$ cat src/rtl/sd_pkg.sv
// rtl/sd_pkg.sv - shared types and default constants for the serial sequence detector
package sd_pkg;

  typedef enum logic {
    RUN  = 1'b0,
    DONE = 1'b1
  } sd_state_t;

  localparam int         SD_CNT_W     = 8;
  localparam logic [3:0] SD_PATTERN   = 4'b1011;
  localparam int         SD_PAT_LEN   = 4;
  localparam int         SD_FRAME_LEN = 14;

endpackage

$ cat src/rtl/sd_bit_counter.sv
// rtl/sd_bit_counter.sv - frame bit counter that parks on the last bit index
module sd_bit_counter
  import sd_pkg::*;
#(
  parameter int FRAME_LEN = SD_FRAME_LEN
) (
  input  logic clk,
  input  logic rst,
  input  logic en,
  output logic last
);

  localparam logic [SD_CNT_W-1:0] CNT_LAST = SD_CNT_W'(FRAME_LEN - 1);

  logic [SD_CNT_W-1:0] cnt_q;
  logic [SD_CNT_W-1:0] cnt_d;

  assign last = (cnt_q == CNT_LAST);

  // Holding at the last index means the count can never wrap back into a live frame.
  always_comb begin
    cnt_d = cnt_q;
    if (en && !last) begin
      cnt_d = cnt_q + 1'b1;
    end
  end

  always_ff @(posedge clk) begin
    if (rst) begin
      cnt_q <= '0;
    end else begin
      cnt_q <= cnt_d;
    end
  end

endmodule

$ cat src/rtl/sd_sequence_detector.sv
// rtl/sd_sequence_detector.sv - Mealy serial pattern detector over one fixed-length frame
// SD_OVERLAP_EN selects overlapping detection; undefined clears history after each match.
module sd_sequence_detector
  import sd_pkg::*;
#(
  parameter int               PAT_LEN   = SD_PAT_LEN,
  parameter logic [PAT_LEN-1:0] PATTERN = SD_PATTERN,
  parameter int               FRAME_LEN = SD_FRAME_LEN
) (
  input  logic clk,
  input  logic rst,
  input  logic pattern_in,
  output logic Dout,
  output logic done
);

  localparam int               HV_W   = $clog2(PAT_LEN);
  localparam logic [HV_W-1:0]  HV_MAX = HV_W'(PAT_LEN - 1);

  sd_state_t          state_q, state_d;
  logic [PAT_LEN-2:0] hist_q, hist_d;
  logic [HV_W-1:0]    hvalid_q, hvalid_d;
  logic [PAT_LEN-1:0] window;
  logic               match;
  logic               last;
  logic               cnt_en;

  assign cnt_en = (state_q == RUN);

  sd_bit_counter #(
    .FRAME_LEN(FRAME_LEN)
  ) u_bit_counter (
    .clk (clk),
    .rst (rst),
    .en  (cnt_en),
    .last(last)
  );

  always_comb begin
    state_d  = state_q;
    hist_d   = hist_q;
    hvalid_d = hvalid_q;
    window   = {hist_q, pattern_in};
    // rst gates the flag so a held reset never reports stale history.
    match    = (state_q == RUN) && !rst && (hvalid_q == HV_MAX) && (window == PATTERN);

    if (state_q == RUN) begin
      hist_d = window[PAT_LEN-2:0];
      if (hvalid_q != HV_MAX) begin
        hvalid_d = hvalid_q + 1'b1;
      end
`ifdef SD_OVERLAP_EN
`else
      if (match) begin
        hist_d   = '0;
        hvalid_d = '0;
      end
`endif
      if (last) begin
        state_d = DONE;
      end
    end
  end

  always_ff @(posedge clk) begin
    if (rst) begin
      state_q  <= RUN;
      hist_q   <= '0;
      hvalid_q <= '0;
    end else begin
      state_q  <= state_d;
      hist_q   <= hist_d;
      hvalid_q <= hvalid_d;
    end
  end

  assign Dout = match;
  assign done = (state_q == DONE);

endmodule

$ cat config.mk
export PLATFORM = sky130hd
export DESIGN_NAME = sd_sequence_detector
export DESIGN_NICKNAME = d
export VERILOG_FILES = /design/src/rtl/sd_pkg.sv /design/src/rtl/sd_bit_counter.sv /design/src/rtl/sd_sequence_detector.sv
export SDC_FILE = /design/constraint.sdc
export NUM_CORES = 1
export LEC_CHECK = 0
export ABC_AREA = 1
export CAP_MARGIN = 15
export CORE_MARGIN = 4
export CORE_UTILIZATION = 40
export CTS_BUF_LIST = sky130_fd_sc_hd__clkbuf_8
export CTS_CLUSTER_SIZE = 10
export DETAILED_ROUTE_END_ITERATION = 10
export SLEW_MARGIN = 20
export SYNTH_ARGS = -nofsm -noshare
export SYNTH_HDL_FRONTEND = slang
export SYNTH_HIERARCHICAL = 1
export SYNTH_SLANG_ARGS = --single-unit
$ cat constraint.sdc
create_clock -name clk -period 1.1 [get_ports clk]
set_input_delay 0.33 -clock clk [delete_from_list [all_inputs] [get_ports clk]]
set_output_delay 0.33 -clock clk [all_outputs]
set_load 0.05 [all_outputs]
## Word level (Yosys, flattened, before mapping)

Index checks and enable logic that the tools add are counted.

- Mux-type cells: 5
- $add $sub $neg: 2
- Equality and inequality tests: 4
- Bitwise gates (word level): 1
- Reduce and logical (&&, ||, !) cells: 8

Operators by type and width:

| operator | number |
|---|---|
| 8-bit by 1-bit adder with 8-bit output, second input constant | 1 |
| 8-bit by 4-bit equality test with 1-bit output, second input constant | 1 |
| 4-bit equality test, second input constant | 1 |
| 1-bit logical AND | 4 |
| 2-bit 2-to-1 mux | 2 |
| 3-bit 2-to-1 mux | 1 |
| 2-bit by 1-bit adder with 2-bit output, second input constant | 1 |
| 2-bit equality test, second input constant | 1 |
| 1-bit logical NOT | 2 |
| 1-bit 2-to-1 mux | 2 |
| 2-bit != test, second input constant | 1 |
| 2-bit AND reduction | 1 |
| 2-bit nonzero test | 1 |
| 1-bit NOT | 1 |

- Bits of input ports: 3
- Logic and storage cells: 24
- Register bits: 14
- Output and inout bits: 2

## Logic depth before layout (Yosys ltp)

- Depth in word-level cells: 6
- Mapped depth: 8
- Depth with buffers taken out: 8

## Hierarchy

The synthesis kept the hierarchy.

Modules (own cells, without submodules):

| module | cells an instance | area each (sq um) | times used | seq. area each (sq um) |
|---|---|---|---|---|
| sd_bit_counter | 72 | 467.9 | 1 | 160.2 |
| sd_sequence_detector | 39 | 289.0 | 1 | 120.1 |

## Least setup slack after synthesis

No wires, ideal clock.

- Kind: reg2out
- Start point: register state_q (netlist: done)
- End point: output Dout
- Cell stages (with the launch flop): 6
- Required time: 770 ps
- Setup slack: -367 ps
- Arrival time: 1,137 ps
- Path buffers: 0
- Cells stage by stage: dfxtp_1 inv_2 nand2_2 nor2_2 nand2_2 inv_1

- Longest elaborated chain between the ends: 4

Ends and longest elaborated chain:

| what | RTL line | text |
|---|---|---|
| start: declaration | sd_sequence_detector.sv:20 | `sd_state_t state_q, state_d;` |
| start signal: assignment | sd_sequence_detector.sv:71 | `state_q <= state_d;` |
| 1-bit NOT (no source line) | n/a |  |
| 1-bit logical AND (3 in series) | sd_sequence_detector.sv:45 | `match = (state_q == RUN) && !rst && (hvalid_q == HV_MAX) && (window == PATTERN);` |
| end: declaration | sd_sequence_detector.sv:13 | `output logic Dout,` |

Every way passes these cells.

## Final worst setup path

- Start point: register hvalid_q[1]
- End point: output Dout

- Longest elaborated chain between the ends: 3

Ends and longest elaborated chain:

| what | RTL line | text |
|---|---|---|
| start: declaration | sd_sequence_detector.sv:22 | `logic [HV_W-1:0] hvalid_q, hvalid_d;` |
| start signal: assignment | sd_sequence_detector.sv:73 | `hvalid_q <= hvalid_d;` |
| 2-bit equality test | sd_sequence_detector.sv:45 |  |
| 1-bit logical AND (2 in series) | sd_sequence_detector.sv:45 |  |

Every way passes these cells.

==> results by group <==
Layout
  – Layout area overhead: 53.1%
  – FILL cells: 160
  – N_diodes: 0
  – Most frequent cells in the layout: 31 x nand2_1, 17 x buf_4, 12 x nor2_1
  – Commonest non-fill, non-tap cell in the layout: nand2_1
  – Layout Nets: 145
  – Share of cells above drive strength 1: 42.0%
  – Final non-filler cell total: 163

Synth
  – Mapped Area: 757 µm²
  – Top cell type's share of synthesized area: 37.0%
  – Sequential share of the synthesized area: between 30 and 40%
  – Top post-synthesis cells by area: dfxtp_1 37%, nand2_1 17%, nor2_1 6.9%
  – Post-synth top area cell: dfxtp_1
  – Syn. warnings: 6
  – Synthesized area per cell: slightly below 7 µm²
  – Count of different cell masters after synthesis: 17
  – Syn Inst Count: between 100 and 150
  – Yosys reg bits: 14
  – Post-Syn Nets: 117

Power and ir drop
  – Overall Power: 1.19 mW
  – Switch share: 25.6%
  – Combinational Power Share: around 16%
  – Internal: a little under 0.9 mW
  – Power Dens Cells: roughly 1000 nW/µm²
  – Clock network power share: 35.9%
  – LEAKAGE: ~0.48 nW
  – Seq pwr share: 48.1%
  – Switch Pwr: 0.305 mW
  – Peak VDD IR: approximately 0.00076 V

Clocking
  – CTS tree: yes
  – H-tree depth: 1
  – CTS Buffer Depth: 2
  – Count of clock tree sinks: 14
  – Clock insertion delay at the later pin of the skew report: 0.25 ns
  – Clk root buf: clkbuf_8
  – CTS clk-pin slew, worst paths: 0.06 ns
  – TritonCTS Buffers: 3

Floorplan
  – Io pins: 5
  – Die Y: slightly above 50 µm
  – Initial cell density of the core: 42.9%
  – Die W: between 50 and 60 µm
  – Core region area: around 1800 µm²
  – Row count: 15
  – Die Area: roughly 2700 µm²

Setup path
  – Delay of the slowest critical-path stage: roughly 0.33 ns
  – WP data arrival: 1.15 ns
  – Critical Path Sink Type: output port
  – CP most frequent cell: nand2_2
  – CP bufs+invs: 2
  – R2r worst-path depth: 9
  – Crit path to: Dout
  – Cell family with most CP delay: flip-flops
  – CP startpoint: hvalid_q[1]
  – Slowest-stage cell, CP: dfxtp_2
  – Crit Reg-Reg Endpoint: hvalid_q[0]
  – Worst Path Max Fanout: 2
  – CP Class: reg -> out
  – Required @ worst endpoint: 0.77 ns
  – R2r setup slk: -0.11 ns
  – R2r startpoint: hvalid_q[1]
  – Stages on worst setup path: 6
  – CP startpoint kind: flop
  – Critical-path cell list: ha_4 > nand2_2 > nor2_2 > nand2_2 > clkinvlp_4 > buf_12

Placed design
  – Placed Instances: 155
  – GP Congestion: ~0.74
  – DP HPWL: 1230 µm
  – Post-placement worst setup slack: -0.475 ns
  – I/O Buffers: 4

GRT
  – Overflow after GRT: 0
  – Wire length of the first global-routing pass: around 3000 µm
  – Largest net degree at the start of global routing: 10
  – Initial antenna violation count: 0
  – Vias in the first global route: 761
  – Total Routing Usage GR: 14.6%

Timing
  – Minimum clock period after layout: 1.48 ns
  – Hold slack: 0.488 ns
  – RSZ-0062 raised after global routing: yes
  – Final setup vio count: 13
  – Worst setup margin: -0.379 ns
  – Layout Skew: 0.00459 ns
  – Tightest Pin Transition: 0.205 ns
  – F_max: 0.676 GHz
  – Slew Limit Headroom: a little under nine tenths
  – Post-route clock period utilization: 134%
  – Final hold vios: 0
  – Final Max Tran Viols: 0

Min path
  – Worst hold path class: reg -> reg

Drt
  – Routed WL: ~1800 µm
  – Number of remaining DRC errors: 0
  – Vias/cell: 4.68
  – DRT Pass-1 Iters: 4
  – Via count: 763
  – Detail Route Antenna Nets: 0
  – Post-DR wirelength/cell: 11.0 µm
  – DRT iter0 DRCs: 6

Job
  – Max cap viols: 0

Status
  – Status: complete, but fails checks
  – Failing checks: setup timing
-- synthesized netlist by cell type (all sizes together) --
master,instances
inv,11
a21oi,10
buf,1
xnor2,2
xor2,1
ha,3
nand3,6
nand2,37
dfxtp,14
o21ai,6
nor2,20
-- registers in the layout, summed over array words and instances (netlist names) --
name / cells
done: 1
hvalid_q: 2
hist_q: 3
u_bit_counter/cnt_q: 8
-- repair_timing --
item / in CTS / in global routing
gates resized for setup: 17 / 9
buffers inserted: 2 / 2
hold buffers: 0 / 0
hold endpoints to repair: 0 / 0
cloned: 1 / 0
endpoints found under the setup margin: 15 / 15
pin swaps: 11 / 10
-- cells by family after synthesis --
group | after synthesis | synth area share (%)
flip-flops | 14 | 37.0
buffers and inverters | 12 | 6.94
AND/OR/NAND/NOR | 63 | 36.5
XOR/XNOR | 3 | 3.47
AO/OA/AOI/OAI | 16 | 11.1
adder cells (fa/ha/maj) | 3 | 4.96
-- worst min path at each step --
stage / slack (ns) / cells after the start / to / startpoint
2_1_floorplan: 0.39 / 1 / done / rst
5_1_grt: 0.52 / 2 / hist_q[1] / hist_q[0]
4_1_cts: 0.48 / 2 / hist_q[1] / hist_q[0]
3_3_place_gp: 0.48 / 2 / hist_q[1] / hist_q[0]
3_5_place_dp: 0.48 / 2 / hist_q[1] / hist_q[0]
6_report: 0.49 / 2 / hist_q[1] / hist_q[0]
-- stage by stage --
step	setup TNS [ns]	utilization [%]	area [µm²]
after floorplan	-0.171	-	796
after global placement	-3.37	56.5	996
after detailed placement	-3.53	56.5	996
after CTS	-0.959	63.7	1120
after global routing	-2.06	65.7	1160
final	-1.12	65.7	1160
-- area by class of cell --
type / instances / area, µm² / area share (%)
multi-input cells: 86 / 536 / 46.2
flip-flops and latches: 14 / 294 / 25.4
repair buffers: 23 / 208 / 17.9
inverters: 11 / 45.0 / 3.89
clock buffers: 3 / 41.3 / 3.56
well taps: 25 / 31.3 / 2.70
clock inverters: 1 / 3.75 / 0.324
-- power by group through the flow --
stage / registers, mW / logic (mW) / clock network (mW)
after detailed placement: 0.574 / 0.160 / 0
after global placement: 0.573 / 0.153 / 0
after CTS: 0.572 / 0.185 / 0.433
after floorplan: 0.571 / 0.0960 / 0
final: 0.573 / 0.191 / 0.427
after global routing: 0.577 / 0.210 / 0.450
-- worst register-to-register path, stage by stage (launching register included) --
cell	delay (ns)
dfxtp_2	0.35
ha_4	0.14
nand2_2	0.05
nor2_2	0.08
nand2_2	0.07
buf_4	0.16
nand2_4	0.06
nand3_1	0.07
nand2_1	0.08
nor2_2	0.03
-- per-layer routing --
metal  track usage, %  part of all wire, %  vias up  wire (µm)
met2             27.3                   51        8        917
met3             3.44                  2.3        4         42
li1                 -                    -      402          -
met5                0                    0        -          0
met1             16.4                   46      349        821
met4             3.93                  1.1        0         20
No activity file was read; power rests on OpenSTA's default activity.
